### src/rtl/parity_serial_tx_pkg.sv
// ---------------------------------------------------------------------------
// parity_serial_tx_pkg
//   Shared definitions for the serial even/odd-parity link (transmitter and
//   far-end checker).
//   - FSM state encodings (2-bit, kept as plain constants so the checker and
//     older code can compare against them directly).
//   - Default frame width.
//   - Helper to size the per-frame bit counter.
// ---------------------------------------------------------------------------
package parity_serial_tx_pkg;

    localparam logic [1:0] S_IDLE   = 2'd0;
    localparam logic [1:0] S_DATA   = 2'd1;
    localparam logic [1:0] S_PARITY = 2'd2;

    localparam int DEFAULT_WIDTH = 8;

    // Counter only has to reach WIDTH-1, so $clog2(WIDTH) bits suffice.
    // Frames are at least 2 bits wide, so this is never zero.
    function automatic int count_bits(input int width);
        return (width > 1) ? $clog2(width) : 1;
    endfunction

endpackage

### src/rtl/parity_serial_tx_acc.sv
// ---------------------------------------------------------------------------
// parity_acc
//   One-bit toggle accumulator used to build a parity bit incrementally.
//   Ports:
//     clock       in  1  rising-edge clock
//     reset_n     in  1  synchronous active-low reset, clears acc
//     load        in  1  overwrite acc with load_value (wins over enable)
//     load_value  in  1  seed value (ODD_PARITY for the transmitter)
//     enable      in  1  fold toggle_in into acc this edge
//     toggle_in   in  1  bit to XOR into acc
//     acc         out 1  accumulated parity, registered
// ---------------------------------------------------------------------------
module parity_acc (
    input  logic clock,
    input  logic reset_n,
    input  logic load,
    input  logic load_value,
    input  logic enable,
    input  logic toggle_in,
    output logic acc
);

    logic acc_reg;
    logic acc_next;

    always_comb begin
        acc_next = acc_reg;
        if (load) begin
            acc_next = load_value;
        end else if (enable) begin
            acc_next = acc_reg ^ toggle_in;
        end
    end

    always_ff @(posedge clock) begin
        if (!reset_n) begin
            acc_reg <= 1'b0;
        end else begin
            acc_reg <= acc_next;
        end
    end

    assign acc = acc_reg;

endmodule

### src/rtl/parity_serial_tx.sv
// ---------------------------------------------------------------------------
// parity_serial_tx
//   Serial transmitter for the even/odd-parity link. Takes a parallel word
//   over valid/ready, shifts it out LSB-first one bit per clock, then sends
//   one parity bit. A new word may be accepted during the parity cycle, so
//   frames can run back-to-back with no idle gap.
//   Parameters:
//     WIDTH       data bits per frame (>= 2)
//     ODD_PARITY  0: frame popcount incl. parity is even, 1: odd
//   Ports:
//     clock      in  1      rising-edge clock
//     reset_n    in  1      synchronous active-low reset
//     data_in    in  WIDTH  word to send, captured on accept
//     valid_in   in  1      producer offers data_in
//     ready_out  out 1      word can be accepted this cycle
//     out        out 1      serial line
//     out_valid  out 1      out carries a frame bit
//     out_last   out 1      out carries the parity bit
//     busy       out 1      frame in progress
// ---------------------------------------------------------------------------
module parity_serial_tx
    import parity_serial_tx_pkg::*;
#(
    parameter int WIDTH      = DEFAULT_WIDTH,
    parameter bit ODD_PARITY = 1'b0
) (
    input  logic             clock,
    input  logic             reset_n,
    input  logic [WIDTH-1:0] data_in,
    input  logic             valid_in,
    output logic             ready_out,
    output logic             out,
    output logic             out_valid,
    output logic             out_last,
    output logic             busy
);

    localparam int CW = count_bits(WIDTH);
    localparam logic [CW-1:0] LAST_COUNT = CW'(WIDTH - 1);

    logic [1:0]       state_reg;
    logic [1:0]       state_next;
    logic [WIDTH-1:0] shreg_reg;
    logic [WIDTH-1:0] shreg_next;
    logic [WIDTH-1:0] shreg_shifted;
    logic [CW-1:0]    count_reg;
    logic [CW-1:0]    count_next;

    logic out_reg;
    logic out_next;
    logic out_valid_reg;
    logic out_valid_next;
    logic out_last_reg;
    logic out_last_next;
    logic busy_reg;

    logic accept;
    logic acc_load;
    logic acc_enable;
    logic acc_value;

    // Right shift by one, zero fill at the top.
    generate
        for (genvar gi = 0; gi < WIDTH - 1; gi++) begin : g_shift
            assign shreg_shifted[gi] = shreg_reg[gi + 1];
        end
    endgenerate
    assign shreg_shifted[WIDTH-1] = 1'b0;

    // Ready in IDLE and during the parity bit; held low in reset.
    assign ready_out = reset_n && ((state_reg == S_IDLE) || (state_reg == S_PARITY));
    assign accept    = valid_in && ready_out;

    // The line outputs are registered, so each branch computes what the line
    // must carry in the cycle after this edge.
    always_comb begin
        state_next     = state_reg;
        shreg_next     = shreg_reg;
        count_next     = count_reg;
        out_next       = 1'b0;
        out_valid_next = 1'b0;
        out_last_next  = 1'b0;
        acc_load       = 1'b0;
        acc_enable     = 1'b0;

        case (state_reg)
            S_DATA: begin
                // Bit currently on the line is shreg_reg[0]; fold it in.
                acc_enable     = 1'b1;
                shreg_next     = shreg_shifted;
                out_valid_next = 1'b1;
                if (count_reg == LAST_COUNT) begin
                    state_next    = S_PARITY;
                    count_next    = '0;
                    // acc has not absorbed the last data bit yet.
                    out_next      = acc_value ^ shreg_reg[0];
                    out_last_next = 1'b1;
                end else begin
                    count_next = count_reg + CW'(1);
                    out_next   = shreg_shifted[0];
                end
            end

            default: begin
                // IDLE, PARITY and any unreachable encoding: accept or idle.
                if (accept) begin
                    state_next     = S_DATA;
                    shreg_next     = data_in;
                    count_next     = '0;
                    acc_load       = 1'b1;
                    out_next       = data_in[0];
                    out_valid_next = 1'b1;
                end else begin
                    state_next = S_IDLE;
                end
            end
        endcase
    end

    always_ff @(posedge clock) begin
        if (!reset_n) begin
            state_reg     <= S_IDLE;
            shreg_reg     <= '0;
            count_reg     <= '0;
            out_reg       <= 1'b0;
            out_valid_reg <= 1'b0;
            out_last_reg  <= 1'b0;
            busy_reg      <= 1'b0;
        end else begin
            state_reg     <= state_next;
            shreg_reg     <= shreg_next;
            count_reg     <= count_next;
            out_reg       <= out_next;
            out_valid_reg <= out_valid_next;
            out_last_reg  <= out_last_next;
            busy_reg      <= (state_next != S_IDLE);
        end
    end

    parity_acc u_acc (
        .clock      (clock),
        .reset_n    (reset_n),
        .load       (acc_load),
        .load_value (ODD_PARITY),
        .enable     (acc_enable),
        .toggle_in  (shreg_reg[0]),
        .acc        (acc_value)
    );

    assign out       = out_reg;
    assign out_valid = out_valid_reg;
    assign out_last  = out_last_reg;
    assign busy      = busy_reg;

endmodule
### config.mk
export PLATFORM = sky130hd
export DESIGN_NAME = parity_serial_tx
export DESIGN_NICKNAME = d
export VERILOG_FILES = /design/src/rtl/parity_serial_tx_pkg.sv /design/src/rtl/parity_serial_tx_acc.sv /design/src/rtl/parity_serial_tx.sv
export SDC_FILE = /design/constraint.sdc
export NUM_CORES = 1
export LEC_CHECK = 0
export CORE_UTILIZATION = 51
export DETAILED_ROUTE_END_ITERATION = 8
export PLACE_DENSITY = 0.81
export SKIP_CTS_REPAIR_TIMING = 1
export SYNTH_ARGS = -nofsm -noshare
export SYNTH_HDL_FRONTEND = slang
export SYNTH_SLANG_ARGS = --single-unit
### constraint.sdc
create_clock -name clock -period 3.5 [get_ports clock]
set_clock_uncertainty 0.05 [all_clocks]
set_input_delay 0.7 -clock clock [delete_from_list [all_inputs] [get_ports clock]]
set_output_delay 0.7 -clock clock [all_outputs]
set_load 0.03 [all_outputs]
Yosys cells after proc, flatten, opt, wreduce, memory -nomap -nowiden
Cells that the tools add are included.
Widths: inputs -> output; s select.
{ "word_totals": {"ff_bits": 18, "inputBits": 11, "output_inout_bits": 5, "elab_cells": 40} }
{ "classes": {"n_addsub": 1, "n_eq_ne": 3, "mux": 16, "n_bitwise": 2, "reduce_logical": 9} }
{ "op_table": {"columns": ["cell", "n"], "rows": [
  ["$mux 7", 2],
  ["$mux 1", 9],
  ["$mux 3", 3],
  ["$mux 2", 2],
  ["$reduce_bool 2->1", 2],
  ["$reduce_or 2->1", 2],
  ["$add 3x1->3 const B", 1],
  ["$eq 3x3->1 const B", 1],
  ["$eq 2x1->1 const B", 1],
  ["$eq 2x2->1 const B", 1],
  ["$logic_and 1x1->1", 2],
  ["$logic_not 2->1", 1],
  ["$reduce_and 2->1", 1],
  ["$logic_or 1x1->1", 1],
  ["$not 1->1", 1],
  ["$xor 1x1->1", 1]
]} }

Depth between registers and ports, before layout
{ "logic_depth": {"ltp_word": 7, "depth_mapped": 5, "ltp_nobuf": 5} }

Modules after synthesis
A second synthesis with hierarchy kept.
{ "hier_totals": {"hier_cells": 85, "area_unflattened_um2": 783.3} }
{ "modules_own_cells": {"columns": ["mod", "n_inst", "cells_per_inst", "area_per_inst_um2", "seq_area_each_um2"], "rows": [
  ["parity_serial_tx", 1, 80, 730.7, 340.3],
  ["parity_acc", 1, 5, 52.6, 20.0]
]} }

Worst setup path before layout
Ideal clock, no wire load.
{ "synth_timing": {"path_type": "in2out", "start": "in reset_n", "end": "out ready_out", "arrival_ps": 1368, "required_ps": 2750, "setup_slack_ps": 1382, "path_stages": 3, "n_path_buf": 1, "cell_sequence": "inv_1 -> clkbuf_1 -> nor2_1"} }
{ "synth_between": {"elab_chain_len": 1} }
{ "synth_rtl": {"columns": ["element", "line_no", "rtl"], "rows": [
  ["from (decl)", "parity_serial_tx.sv:28", "input logic reset_n,"],
  ["$logic_and 1x1->1", "parity_serial_tx.sv:71", "assign ready_out = reset_n && ((state_reg == S_IDLE) || (state_reg == S_PARITY));"],
  ["to (decl)", "parity_serial_tx.sv:31", "output logic ready_out,"]
]} }
Every way passes these cells.

Worst setup path after layout
Ends and elaborated chain as after synthesis.

==> flow_metrics.py <==
metrics = {
    "outcome": {
        "run_status": "complete, no violations",
    },
    "sta": {
        "grt_setup_unrepaired": "no",
        "final-hold-violation-count": 0,
        "period_minus_slack_ps": 2840,
        "slew_violations": 0,
        "setup_viol": 0,
        "fmax_ghz": 0.352,
        "relSlewSlack_pct": 55.8,
        "fin_crit_sh_pct": 81.1,
        "whs_ps": 427,
        "finalSetupTns_ps": 0,
        "tightest_slew_ps": 662,
    },
    "routing": {
        "dr.first_iter.drc_count": 8,
        "wl_met2_um": 705,
        "routed_wl_mm": 1.43,
        "wl_met3_um": 47,
        "m1WireLength_um": 667,
        "ant_nets": 0,
        "drc_errors": 0,
        "routed_via_density": 5.52,
        "vias": 607,
        "routedWlPerCell_um": 13.0,
        "first_pass_iters": 4,
        "top_layer": "met4",
    },
    "worst_setup_path": {
        "critPathMostFrequentCell": "clkdlybuf4s50_1",
        "crit_type": "in2out",
        "crit_buf_inv": 3,
        "crit_fanout": 6,
        "cp_data_required_time_ps": 2750,
        "crit_path_top_delay_cell": "clkdlybuf4s50_1",
        "cp.arrival_ps": 2090,
        "cp_cell_sequence": "clkdlybuf4s50_1 > inv_1 > nor2_1 > clkdlybuf4s50_1",
        "crit_path_end_kind": "output port",
        "start_kind": "primary input",
        "cpPeakStageDelay_ps": 670,
        "crit_cells": 4,
        "critical_path.top_delay_family": "buffers and inverters",
        "r2r_cells": 3,
    },
    "clock_tree": {
        "clock_latency_ps": 280,
        "cts_inserted_buffers": 3,
        "clock_path_buffers": 2,
        "cts.clk_slew.worst_paths_ps": 100,
        "clock_sinks": 18,
        "htreeDepth": 1,
        "cts_root_buf": "clkbuf_4",
        "cts_tree": "yes",
    },
    "yosys": {
        "netlist_area_um2": 734,
        "synth_seq_cells": 18,
        "yosys_warnings": 0,
        "syn_inst": 80,
        "ys_types": 24,
        "synth_nets": 93,
        "post_synth.cell_area_avg_um2": 9.18,
        "yosysSeqAreaShare_pct": 49.1,
    },
    "hold_path": {
        "hold_path_class": "reg2reg",
        "holdPathStages": 2,
    },
    "power_and_ir_drop": {
        "leakage_nw": 0.353,
        "pwr_density_cell_nw_per_um2": 456,
        "irDropWorstVdd_mv": 0.314,
    },
    "grt": {
        "grt_pass1_wl_mm": 2.19,
        "grt_antenna_before_repair": 0,
        "grt_usage_pct": 21.2,
        "grt_max_degree": 17,
        "grt-ovfl-total": 0,
        "grt_pass1_vias": 502,
    },
    "final_layout": {
        "layout.nets": 109,
        "fin_area_um2": 908,
        "fin_cells": 110,
        "largest_register_ffs": 8,
        "syn_to_final_growth_pct": 23.7,
        "fill_cells": 102,
        "final_common_cell": "dfxtp_1",
        "n_antenna_cell": 0,
        "layout-drive-gt1-share_pct": 7.37,
        "final_cell_mix": "18 x dfxtp_1, 15 x clkdlybuf4s50_1, 10 x nand2_1, 7 x nand3_1, 7 x a21oi_1",
    },
    "flow_run": {
        "drv_cap": 0,
    },
    "place": {
        "portBuffers": 15,
        "gp_congestion": 0.761,
        "place_area_um2": 872,
        "place_inst": 106,
        "dp_hpwl_mm": 1.03,
    },
    "floorplan": {
        "die_area_um2": 1600,
        "die_h_um": 40.0,
        "coreArea_um2": 1320,
        "start_util_pct": 55.7,
        "die_width_um": 40.0,
        "num_rows": 13,
        "boundaryPins": 16,
    },
}
where the power goes:
| group | switching (mW) | internal [mW] |
|---|---|---|
| combinational | 0.0340 | 0.0294 |
| sequential | 0.00775 | 0.217 |
| clock | 0.0627 | 0.0633 |
metal layers:
metal / up-vias / track usage (%)
met4: 0 / 10.3
li1: 319 / -
met3: 2 / 5.56
met2: 9 / 35.9
met1: 277 / 24.6
met5: - / 0
stage by stage:
step           power (mW)  util (%)  worst slack [ps]
2_1_floorplan       0.271         -              1380
3_3_place_gp        0.292      66.2               684
3_5_place_dp        0.293      66.2               673
4_1_cts             0.418      68.9               672
5_1_grt             0.435      68.9               584
6_report            0.414      68.9               661
Yosys cell counts:
master / n / share of area, %
clkbuf_1: 1 / 0.51
a21oi_1: 7 / 4.8
dfxtp_1: 18 / 49
o21ai_0: 3 / 2.0
and2b_1: 1 / 1.0
a31oi_1: 6 / 5.1
o21a_1: 1 / 1.0
nor2b_1: 1 / 0.85
nor4b_1: 1 / 1.2
nand3_1: 7 / 4.8
nand2_1: 10 / 5.1
xor2_1: 2 / 2.4
a22oi_1: 3 / 3.1
nor3_1: 2 / 1.4
nand2b_2: 2 / 2.4
buf_6: 2 / 3.1
buf_4: 1 / 1.0
ha_1: 2 / 3.4
nor2_1: 3 / 1.5
buf_2: 1 / 0.68
nand3b_1: 2 / 2.0
inv_1: 1 / 0.51
mux2i_1: 1 / 1.4
and3_1: 2 / 1.7
cell type report:
class | instances | area (um2) | area share (%)
sequential | 18 | 360 | 39.7
multi-input combinational | 56 | 332 | 36.5
timing repair buffer | 16 | 158 | 17.4
clock buffer | 4 | 36.3 | 3.99
tap | 15 | 18.8 | 2.07
inverter | 1 | 3.75 | 0.413
final timing paths:
check	start	endpoint	slack (ps)
worst min-delay path	shreg_reg[2]$_SDFFE_PN0P_	shreg_reg[2]$_SDFFE_PN0P_	430
worst max register to register	state_reg[0]$_SDFF_PN0_	shreg_reg[7]$_SDFFE_PP0P_	2060
worst min register to register	shreg_reg[2]$_SDFFE_PN0P_	shreg_reg[2]$_SDFFE_PN0P_	430
worst max-delay path	reset_n	ready_out	660
cell families after synthesis:
family | share of synthesized area [%]
buf+inv | 5.79
flops | 49.1
simple gates | 22.0
compound gates | 16.0
xor+xnor | 2.39
mux | 1.36
fa+ha+maj | 3.41
worst min-delay path, delay by kind of cell (launching register included):
family	cells	cell delay, ps
flops	1	320
compound gates	1	60
simple gates	1	60
No activity file was read; power rests on OpenSTA's default activity.
